==> src/rtl/jace_pkg.sv <==
// rtl/jace_pkg.sv - shared encodings for the Ace video RAM arbiters.
package jace_pkg;

  typedef enum logic [1:0] {
    ST_IDLE  = 2'd0,
    ST_RDATA = 2'd1,
    ST_DONE  = 2'd2
  } vram_state_t;

  localparam int VRAM_MAX_WAIT_DEFAULT = 16;

endpackage

==> src/rtl/vram_starve_ctr.sv <==
// rtl/vram_starve_ctr.sv - counts CPU starvation cycles and forces a CPU slot at MAX_WAIT-1.
module vram_starve_ctr
  import jace_pkg::*;
#(
  parameter int MAX_WAIT = VRAM_MAX_WAIT_DEFAULT
) (
  input  logic clk,
  input  logic reset,
  input  logic idle,
  input  logic cpu_req,
  input  logic vid_req,
  output logic force_cpu
);

  localparam logic [7:0] LIMIT = 8'(MAX_WAIT - 1);

  logic [7:0] count;

  assign force_cpu = idle & cpu_req & (count == LIMIT);

  // A CPU issue happens in IDLE whenever video is absent or the guard fires.
  always_ff @(posedge clk) begin
    if (reset) begin
      count <= '0;
    end else if (!cpu_req || (idle && (!vid_req || force_cpu))) begin
      count <= '0;
    end else if (idle && vid_req) begin
      count <= count + 8'd1;
    end
  end

endmodule

==> src/rtl/vram_arbiter.sv <==
// rtl/vram_arbiter.sv - single-port video RAM arbiter: video fetch priority, stalled CPU slots.
// Optional starvation guard enabled by defining VRAM_STARVE_GUARD_EN.
module vram_arbiter
  import jace_pkg::*;
#(
  parameter int AW       = 10,
  parameter int DW       = 8,
  parameter int MAX_WAIT = VRAM_MAX_WAIT_DEFAULT
) (
  input  logic          clk,
  input  logic          reset,
  input  logic          cpu_req,
  input  logic          cpu_we,
  input  logic [AW-1:0] cpu_addr,
  input  logic [DW-1:0] cpu_wdata,
  output logic [DW-1:0] cpu_rdata,
  output logic          cpu_wait_n,
  input  logic          vid_req,
  input  logic [AW-1:0] vid_addr,
  output logic [DW-1:0] vid_rdata,
  output logic          vid_valid,
  output logic          vid_miss,
  output logic          ram_ce,
  output logic          ram_we,
  output logic [AW-1:0] ram_addr,
  output logic [DW-1:0] ram_wdata,
  input  logic [DW-1:0] ram_rdata
);

  vram_state_t state, state_nxt;
  logic        vid_grant;
  logic        latch_rd;
  logic        force_cpu;

`ifdef VRAM_STARVE_GUARD_EN
  vram_starve_ctr #(
    .MAX_WAIT(MAX_WAIT)
  ) u_starve_ctr (
    .clk      (clk),
    .reset    (reset),
    .idle     (state == ST_IDLE),
    .cpu_req  (cpu_req),
    .vid_req  (vid_req),
    .force_cpu(force_cpu)
  );
  assign vid_miss = vid_req & force_cpu & ~reset;
`else
  logic max_wait_unused;
  assign max_wait_unused = (MAX_WAIT > 1);
  assign force_cpu       = 1'b0;
  assign vid_miss        = 1'b0;
`endif

  always_comb begin
    state_nxt = state;
    vid_grant = 1'b0;
    latch_rd  = 1'b0;
    ram_ce    = 1'b0;
    ram_we    = 1'b0;
    ram_addr  = vid_addr;
    ram_wdata = cpu_wdata;
    case (state)
      ST_IDLE: begin
        if (cpu_req && (!vid_req || force_cpu)) begin
          ram_ce    = 1'b1;
          ram_we    = cpu_we;
          ram_addr  = cpu_addr;
          state_nxt = ST_RDATA;
        end else if (vid_req) begin
          vid_grant = 1'b1;
          ram_ce    = 1'b1;
        end
      end
      // The RAM port is free while the CPU result settles, so video may use it.
      ST_RDATA: begin
        vid_grant = vid_req;
        ram_ce    = vid_req;
        latch_rd  = cpu_req & ~cpu_we;
        state_nxt = cpu_req ? ST_DONE : ST_IDLE;
      end
      ST_DONE: begin
        vid_grant = vid_req;
        ram_ce    = vid_req;
        if (!cpu_req) begin
          state_nxt = ST_IDLE;
        end
      end
      default: state_nxt = ST_IDLE;
    endcase
  end

  always_ff @(posedge clk) begin
    if (reset) begin
      state     <= ST_IDLE;
      cpu_rdata <= '0;
      vid_valid <= 1'b0;
    end else begin
      state     <= state_nxt;
      vid_valid <= vid_grant;
      if (latch_rd) begin
        cpu_rdata <= ram_rdata;
      end
    end
  end

  assign cpu_wait_n = reset | ~(cpu_req & (state != ST_DONE));
  assign vid_rdata  = ram_rdata;

endmodule
==> config.mk <==
export PLATFORM = sky130hd
export DESIGN_NAME = vram_arbiter
export DESIGN_NICKNAME = d
export VERILOG_FILES = /design/src/rtl/jace_pkg.sv /design/src/rtl/vram_starve_ctr.sv /design/src/rtl/vram_arbiter.sv
export SDC_FILE = /design/constraint.sdc
export NUM_CORES = 1
export LEC_CHECK = 0
export BUFFER_PORTS_ARGS = -buffer_cell sky130_fd_sc_hd__buf_2
export CAP_MARGIN = 20
export CORE_MARGIN = 5
export CORE_UTILIZATION = 38
export CTS_BUF_LIST = sky130_fd_sc_hd__clkbuf_16
export DETAILED_ROUTE_END_ITERATION = 8
export PLACE_DENSITY = 0.91
export RECOVER_POWER = 100
export SLEW_MARGIN = 20
export SYNTH_ARGS = -nofsm -noshare
export SYNTH_HDL_FRONTEND = slang
export SYNTH_HIERARCHICAL = 1
export SYNTH_SLANG_ARGS = --single-unit
==> constraint.sdc <==
create_clock -name clk -period 2.63 [get_ports clk]
set_input_delay 0 -clock clk [delete_from_list [all_inputs] [get_ports clk]]
set_output_delay 0 -clock clk [all_outputs]
set_load 0.02 [all_outputs]
* Yosys cells after proc, flatten, opt, wreduce, memory -nomap -nowiden *
Cells that the tools add are included.

storage, ports and cells
  output and inout bits = 39
  word-level logic and storage cells = 32
  register bits after elaboration = 11
  input bits = 41

operators by class
  bitwise logic cells = 5
  equal/unequal tests = 5
  muxes and demuxes = 14
  reduce and logical (&&, ||, !) cells = 5

operator list
  kind                                                              count
  10-bit two-way mux                                                2
  1-bit two-way mux                                                 6
  2-bit two-way mux                                                 3
  2-bit inequality test (second input constant)                     3
  2-bit case mux with 3 select lines                                1
  1-bit case mux with 2 select lines                                2
  1-bit AND                                                         2
  2-bit by 1-bit == test with 1-bit output (second input constant)  1
  2-bit == test (second input constant)                             1
  2-bit zero test                                                   1
  1-bit NOT                                                         2
  2-bit AND reduction                                               1
  2-bit OR reduction                                                1
  1-bit logical AND                                                 1
  1-bit zero test                                                   1
  1-bit OR                                                          1

* Logic depth before layout (Yosys ltp) *
  depth in word-level cells = 4
  mapped depth = 6
  mapped depth without buffers = 5

* Worst setup path after synthesis *
OpenSTA, ideal clock, no wires.

  kind = register -> register
  from = register state[0]
  to = register state[1]
  setup time = 0.092 ns
  cell stages (with the launch flop) = 5
  path buffers = 0
  required time = 2.538 ns
  slack = 1.301 ns
  arrival time = 1.237 ns
  clock period less this slack = 1.329 ns
  path through = dfxtp_1 inv_1 ha_1 or3b_1 o32ai_1

between the ends
  longest elaborated chain between the ends = 3
  elaborated cells on any way between the ends = 7
  those cells by class = 4 x eq/ne; 1 x mux; 2 x reduce/logical

ends and longest elaborated chain
  item                                              line                text
  start: declaration                                vram_arbiter.sv:30  vram_state_t state, state_nxt;
  start signal: assignment                          vram_arbiter.sv:98  state <= state_nxt;
  2-bit == test or 2-bit zero test (tied branches)  vram_arbiter.sv:62  case (state)
  2-bit inequality test (no line)                   -
  2-bit AND reduction (no line)                     -

Parallel ways exist; a longest one is shown, timed or not.
A chain may end at the register's enable or synchronous reset.

* Worst setup path after layout *
  from = register state[0]
  to = output ram_addr[5]

between the ends
  longest elaborated chain between the ends = 2

ends and longest elaborated chain
  item                line                text
  2-bit zero test     vram_arbiter.sv:62
  10-bit two-way mux  vram_arbiter.sv:62
  end: declaration    vram_arbiter.sv:25  output logic [AW-1:0] ram_addr,

No other way between the ends.

==> Flow_metrics.wiki <==
{| class="wikitable"
! Metric !! Value
|-
| Post-Synthesis Cells || 82
|-
| Post-layout instance count excluding filler cells || 156
|-
| Total congestion overflow after global routing || 0
|-
| Hold WC Path Type || primary input to output port
|-
| Detailed Place HPWL || 1910 um
|-
| Capturing element type of the critical path || output port
|-
| Gpl congestion || 0.758
|-
| Worst-Margin Slew || 0.503 ns
|-
| Count of buffers inserted at the top-level ports || 62
|-
| Share of the cycle needed by the critical path after routing || 71.3%
|-
| DIE AREA || 3170 sq um
|-
| Placed inst area || 1020 sq um
|-
| Number of global-route vias before repair || 768
|-
| DIE HEIGHT || 56.3 um
|-
| CTS hold repair buffers || 0
|-
| Post-placement cell count || 152
|-
| Number of hold violations in the final report || 0
|-
| CP startpoint kind || flip-flop
|-
| Vias per std cell || 4.61
|-
| Worst Path Class, Setup || flip-flop to output port
|-
| Synthesis-to-layout area growth || 27.0%
|-
| Total of warnings raised by yosys || 6
|-
| Share of the yosys chip area belonging to registers || 27.0%
|-
| TritonCTS clock tree || done
|-
| Data arrival time of the worst path || 1.88 ns
|-
| Clock Skew || 0.00229 ns
|-
| Number of nets at the end of the flow || 176
|-
| IR Drop Worst-Case VDD || 0.540 mV
|-
| Number of H-tree levels || 1
|-
| Total iterations of the first detailed-routing run || 4
|-
| Total length of routed wires || 2280 um
|-
| Area taken by multi-input logic gates || 407 sq um
|-
| Count of antenna-violating nets left after detailed routing || 0
|-
| Largest net degree at the start of global routing || 14
|-
| Post-synthesis sequential element count || 11
|-
| Wire length of the first global-routing pass || 3660 um
|-
| Core area || 2000 sq um
|-
| # resized after CTS || 0
|-
| Placement Rows || 16
|-
| Maximum clock frequency || 533 MHz
|-
| Number of max-cap violations || 0
|-
| GRT Resource Usage Total || 14.8%
|-
| Number of remaining DRC errors || 0
|-
| Sequential cell area || 220 sq um
|-
| Clock sink count || 11
|-
| Initial Util || 40.7%
|-
| Number of max-slew violations in the final report || 0
|-
| Pleak || 0.000555 uW
|-
| Max transition margin || 66.4%
|-
| Finished Cell Area || 1040 sq um
|-
| Unrepaired setup endpoints after global routing || no
|-
| Buffer levels on the longest clock path || 2
|-
| Finish-stage setup viols || 0
|-
| TritonCTS Buffers || 3
|-
| Die X-Extent || 56.3 um
|-
| Post-synth net total || 128
|-
| Syn Area/Cell || 9.95 sq um
|-
| Data required time at the worst endpoint || 2.63 ns
|-
| Fillcell total || 201
|-
| Distinct cell type count after synthesis || 22
|-
| Antenna violations before repair || 0
|-
| First-iteration detailed-routing DRC count || 15
|-
| Biggest fanout along the worst timing path || 10
|-
| Clock network latency to the later pin of the worst-skew pair || 0.24 ns
|-
| Antenna cell count || 0
|-
| Cell area power density || 764 nW/um^2
|-
| Result of the run || finished clean
|-
| Routed wire length per instance || 14.6 um
|-
| DR vias || 719
|-
| I/O pins || 80
|-
| Final critical-path required period || 1.88 ns
|-
| Buffers inserted during post-CTS setup optimization || 0
|-
| Root Buffer Master || sky130_fd_sc_hd__clkbuf_16
|-
| Cell area after synthesis || 816 sq um
|-
| Clock slew at the register clock pins of the worst setup and hold paths || 0.04 ns
|-
| Setup TNS || 0 ns
|-
| Share of final-layout standard cells stronger than drive strength 1 || 36.4%
|}
-- Yosys cell counts, drive strengths merged --
cell / instances / area [sq um]
nor4b: 1 / 8.76
conb: 1 / 3.75
inv: 3 / 11.3
or3b: 1 / 8.76
a21oi: 1 / 5.00
dfxtp: 11 / 220
buf: 18 / 133
nand2: 4 / 22.5
mux2i: 9 / 90.1
nand2b: 2 / 12.5
ha: 5 / 62.6
and3: 1 / 6.26
nor2b: 1 / 13.8
nor2: 9 / 33.8
a2bb2oi: 1 / 8.76
nand3b: 1 / 7.51
mux2: 10 / 150
clkbuf: 1 / 3.75
o32ai: 1 / 8.76
o21ai: 1 / 5.00
-- power breakdown --
group / leakage [uW] / switching, uW / total (uW) / internal (uW)
logic: 0.000423 / 191 / 314 / 123
registers: 0.0000894 / 15.1 / 204 / 189
clock network: 0.0000423 / 73.9 / 273 / 199
-- logic make-up after synthesis --
group	count (synthesis)	synth area share (%)
multiplexers	19	29.4
other	1	0.460
buffers and inverters	22	18.1
AND/OR/NAND/NOR	20	14.0
AO/OA/AOI/OAI	4	3.37
adder cells (fa/ha/maj)	5	7.67
flip-flops	11	27.0
-- cell type report --
type	count	area share (%)
multi-input combinational	49	39.3
clock buffer	3	7.25
inverter	3	1.09
timing repair buffer	62	27.5
tap	27	3.26
clock inverter	1	0.362
sequential	11	21.3
-- sequential cells by signal, indices dropped and copies added (netlist names) --
signal,flops
cpu_rdata,8
state,2
vid_valid,1
-- per-stage QoR --
step	setup WS [ns]	power, uW	util (%)	hold slack (ns)
after detailed placement	1.10	555	51.1	0.000137
after CTS	0.945	833	55.1	0.000137
after global routing	0.633	837	51.7	0.0000292
after floorplan	1.30	475	-	0.113
final	0.754	791	51.7	0.00000881
after global placement	1.26	537	51.1	0.000137
-- critical path, stage by stage, from the launching register on --
cell and delay (ns):
sky130_fd_sc_hd__dfxtp_1 0.38, sky130_fd_sc_hd__inv_1 0.10, sky130_fd_sc_hd__ha_1 0.26, sky130_fd_sc_hd__nand2_1 0.36, sky130_fd_sc_hd__mux2_1 0.37, sky130_fd_sc_hd__buf_2 0.16
-- per-layer routing --
layer  global-route usage (%)  share of wire, %  up-vias
li1                         -                 -      350
met1                     14.5                35      339
met2                     28.2                57       27
met3                     4.82               6.8        3
met4                     6.10              0.96        0
met5                        0                 0        -
-- path summary, 6_finish.rpt --
kind                     start           end  slack, ns  cells past startpoint
hold reg to reg   cpu_rdata[4]  cpu_rdata[4]       0.50                      2
setup reg to reg      state[1]  cpu_rdata[2]       1.11                      5
hold / removal    cpu_wdata[6]  ram_wdata[6]   0.000009                      0
setup / recovery      state[0]   ram_addr[5]       0.75                      5
-- cells in the final DEF (no fill, tap or decap), types with 2 or more instances in the layout --
master	n
sky130_fd_sc_hd__buf_2	42
sky130_fd_sc_hd__clkbuf_1	20
sky130_fd_sc_hd__dfxtp_1	11
sky130_fd_sc_hd__mux2_1	9
sky130_fd_sc_hd__nor2_1	9
sky130_fd_sc_hd__mux2i_1	9
sky130_fd_sc_hd__ha_1	5
sky130_fd_sc_hd__inv_1	4
sky130_fd_sc_hd__nand2_1	4
sky130_fd_sc_hd__clkbuf_16	3
sky130_fd_sc_hd__nand2b_1	2
(Power assumes the default switching activity.)
